--- src/rtl/ucode_seq_cu_if.sv ---
// Handshake, microcode-load and control-word bundle between a sequencer
// client (master) and ucode_seq_cu (slave).
interface ucode_seq_cu_if #(
  parameter int CW = 15,
  parameter int AW = 3,
  parameter int RW = 4
);
  logic          go;
  logic          abort;
  logic          ld_en;
  logic [AW-1:0] ld_addr;
  logic [CW-1:0] ld_data;
  logic [AW-1:0] n_steps;
  logic [RW-1:0] n_rep;
  logic [CW-1:0] ctrl;
  logic [AW-1:0] CS;
  logic          busy;
  logic          done;

  modport master (
    output go, abort, ld_en, ld_addr, ld_data, n_steps, n_rep,
    input  ctrl, CS, busy, done
  );

  modport slave (
    input  go, abort, ld_en, ld_addr, ld_data, n_steps, n_rep,
    output ctrl, CS, busy, done
  );
endinterface

--- src/rtl/ucode_seq_cu.sv ---
// Microcoded control unit: steps a loadable control-word store on go, repeats
// the body n_rep extra times, pulses done. Optional abort: UCODE_SEQ_ABORT_EN.
module ucode_seq_cu #(
  parameter int CW    = 15,
  parameter int DEPTH = 8,
  parameter int RW    = 4,
  localparam int AW   = $clog2(DEPTH)
) (
  input  logic          clk,
  input  logic          rst,
  ucode_seq_cu_if.slave bus
);

  typedef enum logic [1:0] {S_IDLE, S_RUN, S_DONE} state_t;

  state_t        state, state_nxt;
  logic [AW-1:0] cs, cs_nxt;
  logic [AW-1:0] last, last_nxt;
  logic [RW-1:0] rep, rep_nxt;
  logic [CW-1:0] mem [DEPTH];
  logic          abort_hit;

`ifdef UCODE_SEQ_ABORT_EN
  assign abort_hit = bus.abort && (state == S_RUN);
`else
  logic unused_abort;
  assign unused_abort = bus.abort;
  assign abort_hit    = 1'b0;
`endif

  always_ff @(posedge clk or posedge rst) begin
    if (rst) begin
      state <= S_IDLE;
      cs    <= '0;
      last  <= AW'(1);
      rep   <= '0;
    end else begin
      state <= state_nxt;
      cs    <= cs_nxt;
      last  <= last_nxt;
      rep   <= rep_nxt;
    end
  end

  // Writes only land while idle so a running program is never disturbed.
  always_ff @(posedge clk or posedge rst) begin
    if (rst) begin
      for (int i = 0; i < DEPTH; i++) mem[i] <= '0;
    end else if (state == S_IDLE && bus.ld_en) begin
      mem[bus.ld_addr] <= bus.ld_data;
    end
  end

  always_comb begin
    state_nxt = state;
    cs_nxt    = cs;
    last_nxt  = last;
    rep_nxt   = rep;
    case (state)
      S_IDLE: begin
        if (bus.go) begin
          last_nxt  = (bus.n_steps == '0) ? AW'(1) : bus.n_steps;
          rep_nxt   = bus.n_rep;
          cs_nxt    = AW'(1);
          state_nxt = S_RUN;
        end
      end
      S_RUN: begin
        if (abort_hit) begin
          state_nxt = S_IDLE;
          cs_nxt    = '0;
          rep_nxt   = '0;
        end else if (cs < last) begin
          cs_nxt = cs + AW'(1);
        end else if (rep != '0) begin
          cs_nxt  = AW'(1);
          rep_nxt = rep - RW'(1);
        end else begin
          state_nxt = S_DONE;
          cs_nxt    = '0;
        end
      end
      S_DONE:  state_nxt = S_IDLE;
      default: state_nxt = S_IDLE;
    endcase
  end

  // CS is 0 whenever idle, so ctrl shows the idle/load word there.
  assign bus.ctrl = (state == S_DONE) ? '0 : mem[cs];
  assign bus.CS   = cs;
  assign bus.busy = (state != S_IDLE);
  assign bus.done = (state == S_DONE);

endmodule

--- src/flat_wrapper.sv ---
// flat-port wrapper written by rule: the top's interface ports become plain ports
module ucode_seq_cu_flat 
#(
  parameter int CW    = 15,
  parameter int DEPTH = 8,
  parameter int RW    = 4,
  localparam int AW   = $clog2(DEPTH)
)
  (clk, rst, bus_go, bus_abort, bus_ld_en, bus_ld_addr, bus_ld_data, bus_n_steps, bus_n_rep, bus_ctrl, bus_CS, bus_busy, bus_done);
  ucode_seq_cu_if #(.CW(CW), .AW(3), .RW(RW)) bus_i ();
  input  logic clk;
  input  logic rst;
  input wire logic [$bits(bus_i.go)-1:0] bus_go;
  input wire logic [$bits(bus_i.abort)-1:0] bus_abort;
  input wire logic [$bits(bus_i.ld_en)-1:0] bus_ld_en;
  input wire logic [$bits(bus_i.ld_addr)-1:0] bus_ld_addr;
  input wire logic [$bits(bus_i.ld_data)-1:0] bus_ld_data;
  input wire logic [$bits(bus_i.n_steps)-1:0] bus_n_steps;
  input wire logic [$bits(bus_i.n_rep)-1:0] bus_n_rep;
  output wire logic [$bits(bus_i.ctrl)-1:0] bus_ctrl;
  output wire logic [$bits(bus_i.CS)-1:0] bus_CS;
  output wire logic [$bits(bus_i.busy)-1:0] bus_busy;
  output wire logic [$bits(bus_i.done)-1:0] bus_done;
  assign bus_i.go = bus_go;
  assign bus_i.abort = bus_abort;
  assign bus_i.ld_en = bus_ld_en;
  assign bus_i.ld_addr = bus_ld_addr;
  assign bus_i.ld_data = bus_ld_data;
  assign bus_i.n_steps = bus_n_steps;
  assign bus_i.n_rep = bus_n_rep;
  assign bus_ctrl = bus_i.ctrl;
  assign bus_CS = bus_i.CS;
  assign bus_busy = bus_i.busy;
  assign bus_done = bus_i.done;
  ucode_seq_cu #(.CW(CW), .DEPTH(DEPTH), .RW(RW)) u_core (.clk(clk), .rst(rst), .bus(bus_i));
endmodule
--- config.mk ---
export PLATFORM = sky130hd
export DESIGN_NAME = ucode_seq_cu_flat
export DESIGN_NICKNAME = d
export VERILOG_FILES = /design/src/rtl/ucode_seq_cu_if.sv /design/src/rtl/ucode_seq_cu.sv /design/src/flat_wrapper.sv
export SDC_FILE = /design/constraint.sdc
export NUM_CORES = 1
export LEC_CHECK = 0
export CAP_MARGIN = 20
export CORE_MARGIN = 3
export CORE_UTILIZATION = 60
export DETAILED_ROUTE_END_ITERATION = 16
export GPL_TIMING_DRIVEN = 0
export HOLD_SLACK_MARGIN = 0.05
export PLACE_DENSITY = 0.93
export SLEW_MARGIN = 15
export SYNTH_ARGS = -nofsm -noshare
export SYNTH_HDL_FRONTEND = slang
export SYNTH_SLANG_ARGS = --single-unit
--- constraint.sdc ---
create_clock -name clk -period 7.17 [get_ports clk]
set_clock_uncertainty 0.1 [all_clocks]
set_input_delay 0.717 -clock clk [delete_from_list [all_inputs] [get_ports clk]]
set_output_delay 0.717 -clock clk [all_outputs]
set_load 0.03 [all_outputs]
Word level (Yosys, flattened, before mapping)
Cells that the tools add are included.
{"block": "op_classes", "n_lt_le_gt_ge": 4, "bitwise": 2, "reduce_logical": 11, "mux": 20, "addsub": 2, "n_eq_ne": 6}
{"op": "$bwmux W120", "count": 1}
{"op": "$mux W15", "count": 4}
{"op": "$bmux W15 S3", "count": 1}
{"op": "$demux W15 S3", "count": 1}
{"op": "$mux W4", "count": 3}
{"op": "$mux W3", "count": 3}
{"op": "$ge A4 B4 Y1 const B", "count": 2}
{"op": "$not A3 Y4", "count": 2}
{"op": "$pmux W4 S2", "count": 1}
{"op": "$mux W2", "count": 3}
{"op": "$ne A2 B2 Y1 const B", "count": 3}
{"op": "$pmux W3 S2", "count": 1}
{"op": "$lt A4 B1 Y1 const B", "count": 1}
{"op": "$pmux W2 S2", "count": 1}
{"op": "$reduce_and A2 Y1", "count": 2}
{"op": "$reduce_and A4 Y1", "count": 1}
{"op": "$reduce_bool A2 Y1", "count": 2}
{"op": "$reduce_bool A4 Y1", "count": 1}
{"op": "$sub A4 B1 Y4 const B", "count": 1}
{"op": "$add A3 B1 Y3 const B", "count": 1}
{"op": "$logic_not A3 Y1", "count": 1}
{"op": "$lt A3 B3 Y1", "count": 1}
{"op": "$reduce_and A3 Y1", "count": 1}
{"op": "$eq A2 B1 Y1 const B", "count": 1}
{"op": "5 further kinds", "count": 6}
{"block": "word_totals", "regBits": 132, "elab_cells": 57}

Logic depth before layout (Yosys ltp)
{"block": "logic_depth", "word_depth": 6, "depth_mapped": 6, "ltp_nobuf": 6}

Least setup slack after synthesis
No wires, ideal clock.
{"block": "synth_path", "path_kind": "reg2out", "startpoint": "register u_core.cs[0], in the netlist u_core.bus.CS[0]", "endpoint": "output port bus_ctrl[10]", "t_required_ps": 6353, "path_slack_ps": 4460, "arrival_time_ps": 1893, "stages_incl_launch_ff": 7, "n_path_buf": 3, "cell_sequence": "dfrtp_1 > buf_2 > buf_2 > buf_2 > mux4_2 > mux2i_1 > nor2_1"}
{"block": "synth_via", "elab_chain_len": 5}
{"item": "from (decl)", "line_no": "ucode_seq_cu.sv:17", "text": "logic [AW-1:0] cs, cs_nxt;"}
{"item": "from (signal assigned)", "line_no": "ucode_seq_cu.sv:39", "text": "cs <= cs_nxt;"}
{"item": "$not A3 Y4 (implied by the code)", "line_no": "ucode_seq_cu.sv:89", "text": "assign bus.ctrl = (state == S_DONE) ? '0 : mem[cs];"}
{"item": "$bmux W15 S3", "line_no": "ucode_seq_cu.sv:89"}
{"item": "$mux W15 (implied by the code) (2 in a row)", "line_no": "ucode_seq_cu.sv:89"}
{"item": "$mux W15", "line_no": "ucode_seq_cu.sv:89"}
{"item": "to (decl)", "line_no": "flat_wrapper.sv:20", "text": "output wire logic [$bits(bus_i.ctrl)-1:0] bus_ctrl;"}
Every way passes these cells. The select of a mux whose other input is x is not followed.

Worst setup path after layout
{"block": "layout_path", "startpoint": "register u_core.cs[0], in the netlist u_core.bus.CS[0]", "endpoint": "output port bus_ctrl[7]"}
The elaborated chain is that of the path after synthesis.

==> metrics.txt <==
number of synthesized register bits=132; area post-placement=~7000 sq um; Post-Syn Area per Cell=15.0 sq um; P per Cell Area=between 400 and 500 nW/um^2; most common library cell in the layout ignoring fill and taps=sky130_fd_sc_hd__dfrtp_1; peak per-stage delay on the critical path=about 0.64 ns; row count=36; number of buffers on the longest clock path=2; measured slew at the worst slew-check pin=0.791 ns; total clock buffers created by CTS=17; max_cap viols=0; number of search-and-repair iterations in the first detailed-routing pass=5; setup repair after global routing missed its margin=no; leakage power=~3.4 nW; tightest hold margin=~0.40 ns; outcome=finished, final reports clean; first-pass GRT wire length=23.5 mm; launch point of the worst hold path=u_core.mem[40]; DR vias=between 3k and 4k; number of antenna repair diodes=0; clock transition at the registers of the reported paths=around 0.060 ns; Core Region=roughly 10000 sq um; number of synthesized flops with an enable pin=0; depth of the CTS H-tree=4; sum of overflow across all layers after global routing=0; CTS tree=done; initial antenna violation count=0; fin crit share=between 50% and 60%; syn_nets=roughly 450; nature of the critical path startpoint=flip-flop; die width=108 microns; critical path, cell by cell=buf_2 > buf_2 > buf_2 > mux4_2 > mux2i_1 > nor2_1 > clkdlybuf4s50_1; crit path capture type=output pin; Crit-path slowest cell=sky130_fd_sc_hd__clkdlybuf4s50_1; Slew Limit Headroom=47.3%; Avg Vias per Cell=6.23; number of design rule violations left after detail routing=0; number of top-level pins=50; Netlist cell types=48; number of cells produced by synthesis=about 420; number of fillers in the final layout=~550; Most common cell on crit path=sky130_fd_sc_hd__buf_2; fin. max-slew vios=0; Layout Cell Area excl Fill=roughly 7500 sq um; root buffer cell=sky130_fd_sc_hd__clkbuf_8; total negative setup slack=0 ns; gpl congestion=between 0.7 and 0.8; die area=around 12000 sq um; Hold Vio Cnt, Final=0; origin of the worst setup path=u_core.bus.CS[0]; Crit Reg-Reg Startpoint=u_core.state[0]; post-synthesis cell area=~6200 sq um; Hold Path Class=flip-flop to flip-flop; sequential cell area fraction in the yosys report=52.9%; number of buffers inserted by hold repair at cts=0; worst-skew pair later-pin latency=0.52 ns; average routed wire per standard cell=~23 microns; final critical-path required period=between 3 and 4 ns; effective utilization at floorplan=a little over three fifths; Inst Count DP=between 500 and 600; final-report setup violation count=0; peak fanout along the critical path=10; critical path data required time=between 6 and 7 ns; most used cells in the layout excluding fill and tap cells=131 x sky130_fd_sc_hd__dfrtp_1, 111 x sky130_fd_sc_hd__mux2_2, 48 x sky130_fd_sc_hd__clkdlybuf4s50_1; floorplan die height=between 100 and 150 microns; iteration-0 DRC count of the detailed router=between 200 and 300; maximum number of pins on one net before global-route repair=89; growth of design area from synthesis to finish=19.9%; CP Class=flip-flop to output pin; number of global-route vias before repair=between 4k and 5k; placed wire-length estimate=between 8 and 9 mm; number of sinks driven by the clock tree=roughly 130; primary flip-flop cell chosen by synthesis mapping=sky130_fd_sc_hd__dfrtp_1; total track usage=about 27%; layout cell share with drive strength beyond 1=between 40% and 50%; Setup Fix Bufs, Post-CTS=0; Yosys warnings=0; crit path DAT=3.11 ns; Detail Route Antenna Nets=0; Final Non-Filler Cells=630; port buffer count=48; overall routed net length=roughly 15 mm; proportion of register bits with asynchronous set or reset after synthesis=100%; Highest Clock Rate=around 250 MHz; final-stage net count=around 520; peak supply drop=229 uV; cells resized by post-CTS repair=0
==> registers in the layout, summed over array words and instances, names as in the netlist <==
name / flops
u_core.rep: 4
u_core.bus.CS: 3
u_core.last: 3
u_core.mem: 120
u_core.state: 2
==> per-layer routing <==
| metal | track usage (%) | share of wire (%) |
|---|---|---|
| met1 | 33.5 | 39 |
| met2 | 47.0 | 53 |
| met3 | 6.75 | 5.8 |
| met4 | 11.6 | 2.2 |
| met5 | 0 | 0 |
==> critical path: cells and delay by family (launching register included) <==
kind | cells | cell delay, ns
buf+inv | 4 | 1.60
simple gates | 1 | 0.06
flops | 1 | 0.40
mux | 2 | 0.53
==> power breakdown <==
part / internal [mW] / leakage [nW] / total, mW / switching [mW]
clock: 0.517 / 0.283 / 0.828 / 0.311
combinational: 0.770 / 1.42 / 1.46 / 0.689
sequential: 1.08 / 1.68 / 1.29 / 0.209
==> stage by stage <==
stage,utilization (%),power [mW],setup WS [ns]
after floorplan,-,2.27,2.83
after global placement,69.2,2.61,1.30
after detailed placement,69.5,2.71,3.79
after CTS,75.2,3.58,3.24
after global routing,75.2,3.75,3.13
final,75.2,3.58,3.24
==> cells in the mapped netlist (2+ instances only) <==
cell type | count | area [sq um]
sky130_fd_sc_hd__a21oi_1 | 4 | 20.0
sky130_fd_sc_hd__buf_2 | 13 | 65.1
sky130_fd_sc_hd__buf_4 | 2 | 15.0
sky130_fd_sc_hd__buf_6 | 4 | 45.0
sky130_fd_sc_hd__clkbuf_1 | 5 | 18.8
sky130_fd_sc_hd__dfrtp_1 | 131 | 3280
sky130_fd_sc_hd__ha_1 | 4 | 50.1
sky130_fd_sc_hd__inv_1 | 6 | 22.5
sky130_fd_sc_hd__mux2_2 | 111 | 1250
sky130_fd_sc_hd__mux2_4 | 10 | 150
sky130_fd_sc_hd__mux2i_1 | 15 | 150
sky130_fd_sc_hd__mux4_2 | 30 | 676
sky130_fd_sc_hd__nand2_1 | 9 | 33.8
sky130_fd_sc_hd__nand3_1 | 2 | 10.0
sky130_fd_sc_hd__nand3b_1 | 4 | 30.0
sky130_fd_sc_hd__nand4b_1 | 2 | 17.5
sky130_fd_sc_hd__nor2_1 | 25 | 93.8
sky130_fd_sc_hd__nor3_1 | 4 | 20.0
sky130_fd_sc_hd__nor3b_1 | 2 | 15.0
sky130_fd_sc_hd__o21ai_0 | 6 | 30.0
==> kinds of logic (layout without fill, tap and decap cells) <==
family / after synthesis / count (layout) / share of synthesized area (%)
mux: 166 / 166 / 35.7
flops: 132 / 132 / 52.9
simple gates: 62 / 62 / 5.27
buf+inv: 31 / 111 / 2.99
compound gates: 22 / 22 / 2.37
fa+ha+maj: 4 / 4 / 0.802
==> worst paths after layout <==
check / cells past startpoint / slack, ns / endpoint
worst min-delay path: 1 / 0.40 / u_core.mem[40]
min in group asynchronous: 2 / 0.49 / u_core.mem[6]
worst min register to register: 1 / 0.40 / u_core.mem[40]
max in group asynchronous: 3 / 5.68 / u_core.last[0]
worst max register to register: 5 / 4.89 / u_core.mem[1]
worst max-delay path: 7 / 3.24 / bus_ctrl[7]
==> area by class of cell <==
| cell class | instances | area [sq um] | area share [%] |
|---|---|---|---|
| Clock inverter | 10 | 106 | 1.42 |
| Buffer | 25 | 164 | 2.19 |
| Multi-Input combinational cell | 254 | 2750 | 36.8 |
| Tap cell | 133 | 166 | 2.22 |
| Clock buffer | 21 | 459 | 6.13 |
| Inverter | 6 | 27.5 | 0.368 |
| Sequential cell | 132 | 3300 | 44.1 |
| Timing Repair Buffer | 49 | 508 | 6.78 |
(Power assumes the default switching activity.)
